[config.mk]
export PLATFORM = sky130hd
export DESIGN_NAME = frequency_regulator_param
export DESIGN_NICKNAME = d
export VERILOG_FILES = /design/src/rtl/frequency_regulator_param.sv
export SDC_FILE = /design/constraint.sdc
export NUM_CORES = 1
export LEC_CHECK = 0
export CELL_PAD_IN_SITES_DETAIL_PLACEMENT = 0
export CELL_PAD_IN_SITES_GLOBAL_PLACEMENT = 1
export CORE_MARGIN = 3
export CORE_UTILIZATION = 41
export CTS_CLUSTER_DIAMETER = 120
export CTS_CLUSTER_SIZE = 14
export DETAILED_ROUTE_END_ITERATION = 16
export HOLD_SLACK_MARGIN = 0.08
export PLACE_DENSITY_LB_ADDON = 0.1
export SETUP_SLACK_MARGIN = 0.1
export SYNTH_ARGS = -nofsm -noshare
export SYNTH_HDL_FRONTEND = slang
export SYNTH_SLANG_ARGS = --single-unit
export TNS_END_PERCENT = 1
[constraint.sdc]
create_clock -name i_clk -period 3 [get_ports i_clk]
set_clock_uncertainty 0.2 [all_clocks]
set_input_delay 0.3 -clock i_clk [delete_from_list [all_inputs] [get_ports i_clk]]
set_output_delay 0.3 -clock i_clk [all_outputs]
set_load 0.005 [all_outputs]
[src/rtl/frequency_regulator_param.sv]
// frequency_regulator_param
// Closed-loop divider regulator. Measures the high width of a synchronised
// feedback pulse and nudges a saturating divider value toward the width that
// matches the programmed set period, with a deadband around it.
module frequency_regulator_param #(
  parameter int               CNT_W    = 8,
  parameter int               DIV_W    = 8,
  parameter logic [DIV_W-1:0] DIV_INIT = 8'hB0,
  parameter logic [DIV_W-1:0] STEP     = 1,
  parameter logic [DIV_W-1:0] MIN_DIV  = 1,
  parameter logic [DIV_W-1:0] MAX_DIV  = 8'hFF
) (
  input  logic             i_clk,
  input  logic             i_rst_n,
  input  logic             i_psi,
  input  logic             i_en,
  input  logic [CNT_W-1:0] i_set_period,
  input  logic [CNT_W-1:0] i_deadband,
  input  logic             i_div_load,
  input  logic [DIV_W-1:0] i_div_load_val,
  output logic [DIV_W-1:0] o_adjusted_div,
  output logic             o_adj_valid,
  output logic             o_inc,
  output logic             o_dec,
  output logic             o_at_limit,
  output logic             o_overflow,
  output logic [CNT_W-1:0] o_duration
);

  typedef enum logic [1:0] {
    S_IDLE    = 2'd0,
    S_MEASURE = 2'd1,
    S_EVAL    = 2'd2,
    S_UPDATE  = 2'd3
  } state_t;

  localparam logic [CNT_W-1:0] CNT_MAX = '1;
  localparam logic [CNT_W-1:0] CNT_ONE = {{(CNT_W-1){1'b0}}, 1'b1};
  localparam logic [DIV_W:0]   MIN_X   = {1'b0, MIN_DIV};
  localparam logic [DIV_W:0]   MAX_X   = {1'b0, MAX_DIV};
  localparam logic [DIV_W:0]   STEP_X  = {1'b0, STEP};

  state_t r_state;
  state_t w_state_next;

  logic             r_psi_meta;
  logic             r_psi_s;
  logic             r_psi_d;
  logic [1:0]       r_settle;
  logic             r_armed;
  logic [CNT_W-1:0] r_count;
  logic             r_ovf;
  logic [DIV_W-1:0] r_div;
  logic             r_adj_valid;
  logic             r_inc;
  logic             r_dec;
  logic             r_overflow;
  logic [CNT_W-1:0] r_duration;

  logic             w_rise;
  logic             w_fall;
  logic [CNT_W:0]   w_hi_lim;
  logic [CNT_W:0]   w_lo_sum;
  logic             w_want_dec;
  logic             w_want_inc;
  logic [DIV_W:0]   w_div_up;
  logic [DIV_W-1:0] w_div_inc;
  logic [DIV_W-1:0] w_div_dec;
  logic [DIV_W-1:0] w_load_clamped;
  logic             w_eval_ok;
  logic             w_update_ok;

  // Two-flop synchroniser for psi plus a delayed copy for edge detection
  always_ff @(posedge i_clk or negedge i_rst_n) begin
    if (!i_rst_n) begin
      r_psi_meta <= 1'b0;
      r_psi_s    <= 1'b0;
      r_psi_d    <= 1'b0;
    end else begin
      r_psi_meta <= i_psi;
      r_psi_s    <= r_psi_meta;
      r_psi_d    <= r_psi_s;
    end
  end

  // Arm rise detection only after the synchroniser holds real data and psi_s
  // has been seen low, so a pulse already high at reset release is skipped
  always_ff @(posedge i_clk or negedge i_rst_n) begin
    if (!i_rst_n) begin
      r_settle <= 2'd0;
      r_armed  <= 1'b0;
    end else begin
      if (r_settle != 2'd2) begin
        r_settle <= r_settle + 2'd1;
      end
      if (r_settle == 2'd2 && !r_psi_s) begin
        r_armed <= 1'b1;
      end
    end
  end

  assign w_rise = r_armed & r_psi_s & ~r_psi_d;
  assign w_fall = ~r_psi_s & r_psi_d;

  // State register
  always_ff @(posedge i_clk or negedge i_rst_n) begin
    if (!i_rst_n) begin
      r_state <= S_IDLE;
    end else begin
      r_state <= w_state_next;
    end
  end

  // Next-state logic; dropping enable abandons whatever is in flight
  always_comb begin
    w_state_next = r_state;
    case (r_state)
      S_IDLE:    if (w_rise) w_state_next = S_MEASURE;
      S_MEASURE: if (w_fall) w_state_next = S_EVAL;
      S_EVAL:    w_state_next = S_UPDATE;
      S_UPDATE:  w_state_next = S_IDLE;
      default:   w_state_next = S_IDLE;
    endcase
    if (!i_en) begin
      w_state_next = S_IDLE;
    end
  end

  // Pulse-width counter; the rise cycle counts as the first high cycle.
  // ovf marks a pulse that outlasted the counter range.
  always_ff @(posedge i_clk or negedge i_rst_n) begin
    if (!i_rst_n) begin
      r_count <= '0;
      r_ovf   <= 1'b0;
    end else if (i_en) begin
      if (r_state == S_IDLE && w_rise) begin
        r_count <= CNT_ONE;
        r_ovf   <= 1'b0;
      end else if (r_state == S_MEASURE && !w_fall && r_psi_s) begin
        if (r_count == CNT_MAX) begin
          r_ovf <= 1'b1;
        end else begin
          r_count <= r_count + CNT_ONE;
        end
      end
    end
  end

  // Decision, one bit wider than the operands so sums cannot wrap
  always_comb begin
    w_hi_lim   = {1'b0, i_set_period} + {1'b0, i_deadband};
    w_lo_sum   = {1'b0, r_count} + {1'b0, i_deadband};
    w_want_dec = ({1'b0, r_count} > w_hi_lim) | r_ovf;
    w_want_inc = ~w_want_dec & (w_lo_sum < {1'b0, i_set_period});
  end

  // Saturating step and clamped preset, one bit wider than the divider
  always_comb begin
    w_div_up  = {1'b0, r_div} + STEP_X;
    w_div_inc = (w_div_up > MAX_X) ? MAX_DIV : w_div_up[DIV_W-1:0];
    w_div_dec = ({1'b0, r_div} < (MIN_X + STEP_X)) ? MIN_DIV : (r_div - STEP);
    if (i_div_load_val < MIN_DIV) begin
      w_load_clamped = MIN_DIV;
    end else if (i_div_load_val > MAX_DIV) begin
      w_load_clamped = MAX_DIV;
    end else begin
      w_load_clamped = i_div_load_val;
    end
  end

  assign w_eval_ok   = (r_state == S_EVAL) & i_en;
  assign w_update_ok = (r_state == S_UPDATE) & i_en;

  // Latch the measurement and the decision; held until the next evaluation
  always_ff @(posedge i_clk or negedge i_rst_n) begin
    if (!i_rst_n) begin
      r_duration <= '0;
      r_overflow <= 1'b0;
      r_inc      <= 1'b0;
      r_dec      <= 1'b0;
    end else if (w_eval_ok) begin
      r_duration <= r_count;
      r_overflow <= r_ovf;
      r_inc      <= w_want_inc;
      r_dec      <= w_want_dec;
    end
  end

  // Divider update; an explicit load overrides the step but the
  // evaluation is still reported through adj_valid
  always_ff @(posedge i_clk or negedge i_rst_n) begin
    if (!i_rst_n) begin
      r_div       <= DIV_INIT;
      r_adj_valid <= 1'b0;
    end else begin
      r_adj_valid <= w_update_ok;
      if (i_div_load) begin
        r_div <= w_load_clamped;
      end else if (w_update_ok) begin
        if (r_inc) begin
          r_div <= w_div_inc;
        end else if (r_dec) begin
          r_div <= w_div_dec;
        end
      end
    end
  end

  assign o_adjusted_div = r_div;
  assign o_adj_valid    = r_adj_valid;
  assign o_inc          = r_inc;
  assign o_dec          = r_dec;
  assign o_overflow     = r_overflow;
  assign o_duration     = r_duration;
  assign o_at_limit     = (r_div == MIN_DIV) | (r_div == MAX_DIV);

endmodule

Word level (Yosys, flattened, before mapping)

Index checks and enable logic that the tools add are counted.

Add/sub/neg operators: 6
Multiply operators: 0
Div/mod/pow operators: 0
$lt $le $gt $ge: 6
Eq/ne operators: 11
Shifts and indexed selects: 0
Muxes and demuxes: 18
Bitwise logic cells: 11
Reduce and logical (&&, ||, !) cells: 15

Operators with widths:

| cell                                                        | number |
|---|---|
| two-way mux 8 bit                                           | 11 |
| adder 8 x 8 -> 9 bit                                        | 2 |
| == test 8 bit (second input constant)                       | 2 |
| adder 8 x 1 -> 9 bit (second input constant)                | 1 |
| > comparator 8 x 9 -> 1 bit                                 | 1 |
| > comparator 9 x 8 -> 1 bit (second input constant)         | 1 |
| less-than comparator 9 x 8 -> 1 bit                         | 1 |
| adder 8 x 1 -> 8 bit (second input constant)                | 1 |
| == test 8 x 1 -> 1 bit (second input constant)              | 1 |
| > comparator 8 bit (second input constant)                  | 1 |
| less-than comparator 8 x 1 -> 1 bit (second input constant) | 1 |
| less-than comparator 8 x 2 -> 1 bit (second input constant) | 1 |
| one-hot mux 2 bit (4 select lines)                          | 1 |
| subtractor 8 x 1 -> 8 bit (second input constant)           | 1 |
| AND 1 bit                                                   | 6 |
| == test 2 bit (second input constant)                       | 3 |
| two-way mux 2 bit                                           | 3 |
| inequality test 3 bit (second input constant)               | 2 |
| AND reduction 3 bit                                         | 2 |
| nonzero test 2 bit                                          | 3 |
| logical AND 1 bit                                           | 4 |
| inequality test 2 bit (second input constant)               | 2 |
| AND reduction 2 bit                                         | 2 |
| two-way mux 1 bit                                           | 3 |
| other kinds (7)                                             | 11 |

Flip-flop bits (word level): 37
Bits in latches: 0
Bits in writable memories: 0
Bits in read-only memories: 0
Bits of input ports: 29
Output and inout bits: 21
Logic and storage cells: 81
Memories kept: 0

Logic depth before layout (Yosys ltp)

Depth in word-level cells: 7
Mapped depth: 14
Gate-level depth less buffers: 14

Worst setup path before layout

Ideal clock, no wire load.

Path kind: input-to-reg
Start: in i_set_period[0]
End: reg r_dec (netlist: o_dec)
Setup time: 0.140 ns
Data arrival time: 2.700 ns
Data required time: 2.660 ns
Slack: -0.040 ns
Stages: 14
Cell sequence: ha_1 > inv_1 > fa_1 > nand2b_1 > a21oi_1 > o21ai_0 > nand2b_1 > xnor2_1 > ha_1 > a21oi_1 > o21ai_0 > a221o_1 > a311o_1 > a21boi_0

Longest elaborated chain between the ends: 3

Ends and longest elaborated chain:

| what                        | line | text |
|---|---|---|
| from (decl)                 | 17   | `input logic [CNT_W-1:0] i_set_period,` |
| adder 8 x 8 -> 9 bit        | 151  | `w_hi_lim = {1'b0, i_set_period} + {1'b0, i_deadband};` |
| > comparator 8 x 9 -> 1 bit | 153  | `w_want_dec = ({1'b0, r_count} > w_hi_lim) \| r_ovf;` |
| OR 1 bit                    | 153  |  |
| to (signal assigned)        | 185  | `r_dec <= w_want_dec;` |
| to (decl)                   | 56   | `logic r_dec;` |

No other way between the ends.
A chain may end at the register's enable or synchronous reset.

Worst setup path in the final report

Start: reg r_count[0]
End: reg r_inc (netlist: o_inc)

Longest elaborated chain between the ends: 4
Elaborated cells between the ends (all ways): 6

Ends and longest elaborated chain:

| what                                                                         | line | text |
|---|---|---|
| from (decl)                                                                  | 51   | `logic [CNT_W-1:0] r_count;` |
| from (signal assigned)                                                       | 143  | `r_count <= r_count + CNT_ONE;` |
| parallel branches: the longest is 3 deep, another holds adder 8 x 8 -> 9 bit | --   |  |
| AND 1 bit (*)                                                                | 154  | `w_want_inc = ~w_want_dec & (w_lo_sum < {1'b0, i_set_period});` |
| to (signal assigned)                                                         | 184  | `r_inc <= w_want_inc;` |
| to (decl)                                                                    | 55   | `logic r_inc;` |

Mark *: on every way between the ends.

==> impl_metrics.json <==
{
  "status": "finished, final reports clean",
  "htree_levels": 2,
  "yosysWarnings": 0,
  "finalCriticalPeriod_ns": 2.80,
  "vias": 2742,
  "placed_cells": 501,
  "critPathKind": "reg -> reg",
  "drv_slew": 0,
  "layout.cells.non_filler": 511,
  "synth_mux_area_share_pct": 2.98,
  "die_w_um": 91.3,
  "ys_ff_latch": 37,
  "placed_cell_area_mm2": 0.00382,
  "leakagePower_nw": 1.91,
  "worst-path-buf-inv": 1,
  "diodes": 0,
  "max_stage_delay_ns": 0.40,
  "hold_viol_final": 0,
  "tightest_slew_ns": 0.851,
  "cts_buffers": 5,
  "syn_inst": 331,
  "hold_depth": 0,
  "syn_area_per_cell_um2": 9.01,
  "crit_arrival_ns": 2.82,
  "period_share_pct": 93.4,
  "drive_gt1_share_pct": 20.0,
  "clk_latency_ns": 0.29,
  "die_h_um": 91.3,
  "routed_wl_mm": 7.56,
  "grtUsageTotal_pct": 18.7,
  "cts_tree": "done",
  "antenna_found_initial": 0,
  "slew_headroom_pct": 43.3,
  "cp.depth": 14,
  "reg2reg_depth": 14,
  "gp_congestion": 0.845,
  "via_per_inst": 5.37,
  "setup_viol_count_final": 0,
  "synthSimpleGateAreaFrac_pct": 17.3,
  "crit_family": "compound AO/OA/AOI/OAI gates",
  "setup.worst_path.end_class": "register",
  "rsz0062_at_grt": "yes",
  "netlist_area_mm2": 0.00298,
  "synth-adder-area-share_pct": 18.1,
  "path_cells": "ha_2, inv_1, fa_2, nor2b_2, o31a_1, o21a_1, nor2_1, xnor2_1, ha_1, a21oi_2, nand2_1, a211oi_2, o211ai_1, o21ai_1",
  "drt-wirelength-per-cell_um": 14.8,
  "synth_nets": 402,
  "drtPass1Iterations": 4,
  "synth-xor-area-share_pct": 6.17,
  "pin_count": 50,
  "reg2reg_from": "r_count[0]",
  "final_area_mm2": 0.00403,
  "synth.distinct_cells": 56,
  "nFillCells": 649,
  "fp.dieArea_mm2": 0.00833,
  "netlist_top_cells_count": "ha_1, dfrtp_1, nor2_1",
  "ant_nets": 0,
  "grt_pass1_wl_mm": 12.9,
  "io_buffer_count": 49,
  "grt_overflow": 0,
  "hp-start": "r_psi_meta",
  "cp_data_required_time_ns": 3.01,
  "synth_top_family_by_area": "compound AO/OA/AOI/OAI gates",
  "synth_top_cell_by_area": "dfrtp_1",
  "dpl.hpwl_mm": 5.95,
  "synth_edf_count": 0,
  "ir_drop_v": 0.000222,
  "cts_root_buffer": "clkbuf_8",
  "grt_pass1_vias": 2751,
  "synth_area_leaders": "dfrtp_1, ha_1, a21oi_1",
  "synth_top_cell_area_share_pct": 28.5,
  "async_flop_share_pct": 100,
  "syn2layout_area_growth_pct": 35.2,
  "placementRows": 30,
  "ys_seq_area_share_pct": 31.2,
  "path_clk_slew_ns": 0.08,
  "startpoint": "r_count[0]",
  "grt_max_degree": 38,
  "clock_path_buffers": 2,
  "path_max_fanout": 3,
  "yosysMostFrequentCell": "ha_1",
  "drc": 0,
  "fmax_mhz": 357,
  "final_nets": 485,
  "slowest_stage": "dfrtp_1",
  "drtIter0Drc": 95,
  "critPathLaunchType": "register",
  "min_path_type": "reg -> reg",
  "start_util_pct": 43.2,
  "p_total_w": 0.00207,
  "synth_compound_gate_area_share_pct": 19.5,
  "cts_sinks": 37,
  "synth_ff_type": "dfrtp_1",
  "cap_violations": 0,
  "power_density_mw_per_mm2": 512,
  "finalSetupTns_ns": 0,
  "core_mm2": 0.00691
}
-- worst register-to-register path: cells and delay by family (launching register included) --
| family | cells | cell delay [ns] |
|---|---|---|
| buffers and inverters | 1 | 0.06 |
| AO/OA/AOI/OAI | 6 | 1.03 |
| flip-flops | 1 | 0.40 |
| XOR/XNOR | 1 | 0.14 |
| AND/OR/NAND/NOR | 3 | 0.22 |
| adder cells (fa/ha/maj) | 3 | 0.68 |
-- final cells by class --
type                            count  area, µm²  share of cell area, %
Tap cell                           96        120                   2.98
Sequential cell                    37        930                   23.1
Timing Repair Buffer               84        759                   18.8
Clock inverter                      3       22.5                  0.558
Inverter                           26       97.6                   2.42
Multi-Input combinational cell    260       2030                   50.4
Clock buffer                        5       68.8                   1.71
-- metal layers --
layer | part of all wire, % | track usage, % | wire (µm) | vias to the layer above
met5 | 0 | 0 | 0 | -
met4 | 1.5 | 5.90 | 110 | 0
met3 | 3.5 | 2.40 | 267 | 8
met2 | 49 | 32.6 | 3720 | 58
met1 | 46 | 23.9 | 3460 | 1315
li1 | - | - | - | 1361
-- power breakdown --
group	internal (W)	total, W	switching [W]
Combinational	0.000522	0.00101	0.000490
Clock	0.000165	0.000357	0.000193
Sequential	0.000586	0.000696	0.000111
Total	0.00127	0.00207	0.000794
-- cell usage in the layout (no fill, tap or decap), types with 3 or more instances in the layout --
| cell type | count |
|---|---|
| o31ai_1 | 4 |
| and3_1 | 3 |
| a21oi_1 | 20 |
| o21ai_1 | 3 |
| a221oi_1 | 4 |
| xnor2_1 | 10 |
| clkbuf_8 | 5 |
| dlymetal6s2s_1 | 7 |
| a21o_1 | 4 |
| inv_1 | 23 |
| dfrtp_1 | 34 |
| nand3_1 | 7 |
| inv_2 | 3 |
| mux2_2 | 7 |
| nor3_1 | 11 |
| ha_1 | 33 |
| o211ai_1 | 3 |
| ha_4 | 6 |
| nand2b_1 | 5 |
| nor2_1 | 28 |
| o211a_1 | 3 |
| clkdlybuf4s50_1 | 36 |
| nand2_1 | 25 |
| dfstp_2 | 3 |
| o21ai_0 | 16 |
| a21oi_2 | 4 |
| nand3b_1 | 3 |
| xor2_1 | 11 |
| nor3b_1 | 3 |
| buf_4 | 34 |
| a41oi_1 | 3 |
-- worst paths after layout --
kind,slack [ns],end
hold / removal,0.16,r_psi_s
setup / recovery,0.20,o_inc
setup reg to reg,0.20,o_inc
min in group asynchronous,0.45,r_psi_meta
max in group asynchronous,1.60,o_adjusted_div[0]
hold reg to reg,0.16,r_psi_s
-- through the flow --
stage	util (%)	worst slack, ns	hold slack, ns
finish	58.4	0.198	0.161
global route	58.4	0.0382	0.170
CTS	57.0	0.0861	0.159
detailed placement	55.3	-0.548	0.139
global placement	55.3	-0.505	0.133
floorplan	-	0.130	-0.196
-- registers in the layout, summed over array words and instances (netlist names), 2 cells and up --
name / cells
o_adjusted_div: 8
o_duration: 8
r_count: 8
r_settle: 2
r_state: 2
-- logic make-up after synthesis --
logic type | Yosys count
DFF | 37
AOI/OAI and AO/OA | 87
xor gates and xnor gates | 21
muxes | 8
and+or+nand+nor | 102
buffers and inverters | 34
adders and majority gates | 42
-- timing repair --
action	CTS	global route
pin swaps	7	12
endpoints found under the setup margin	2	2
gates cloned	0	0
setup buffers	0	1
endpoints found under the hold margin	34	0
resized for setup	17	27
hold buffers	1	0
(Power assumes the default switching activity.)
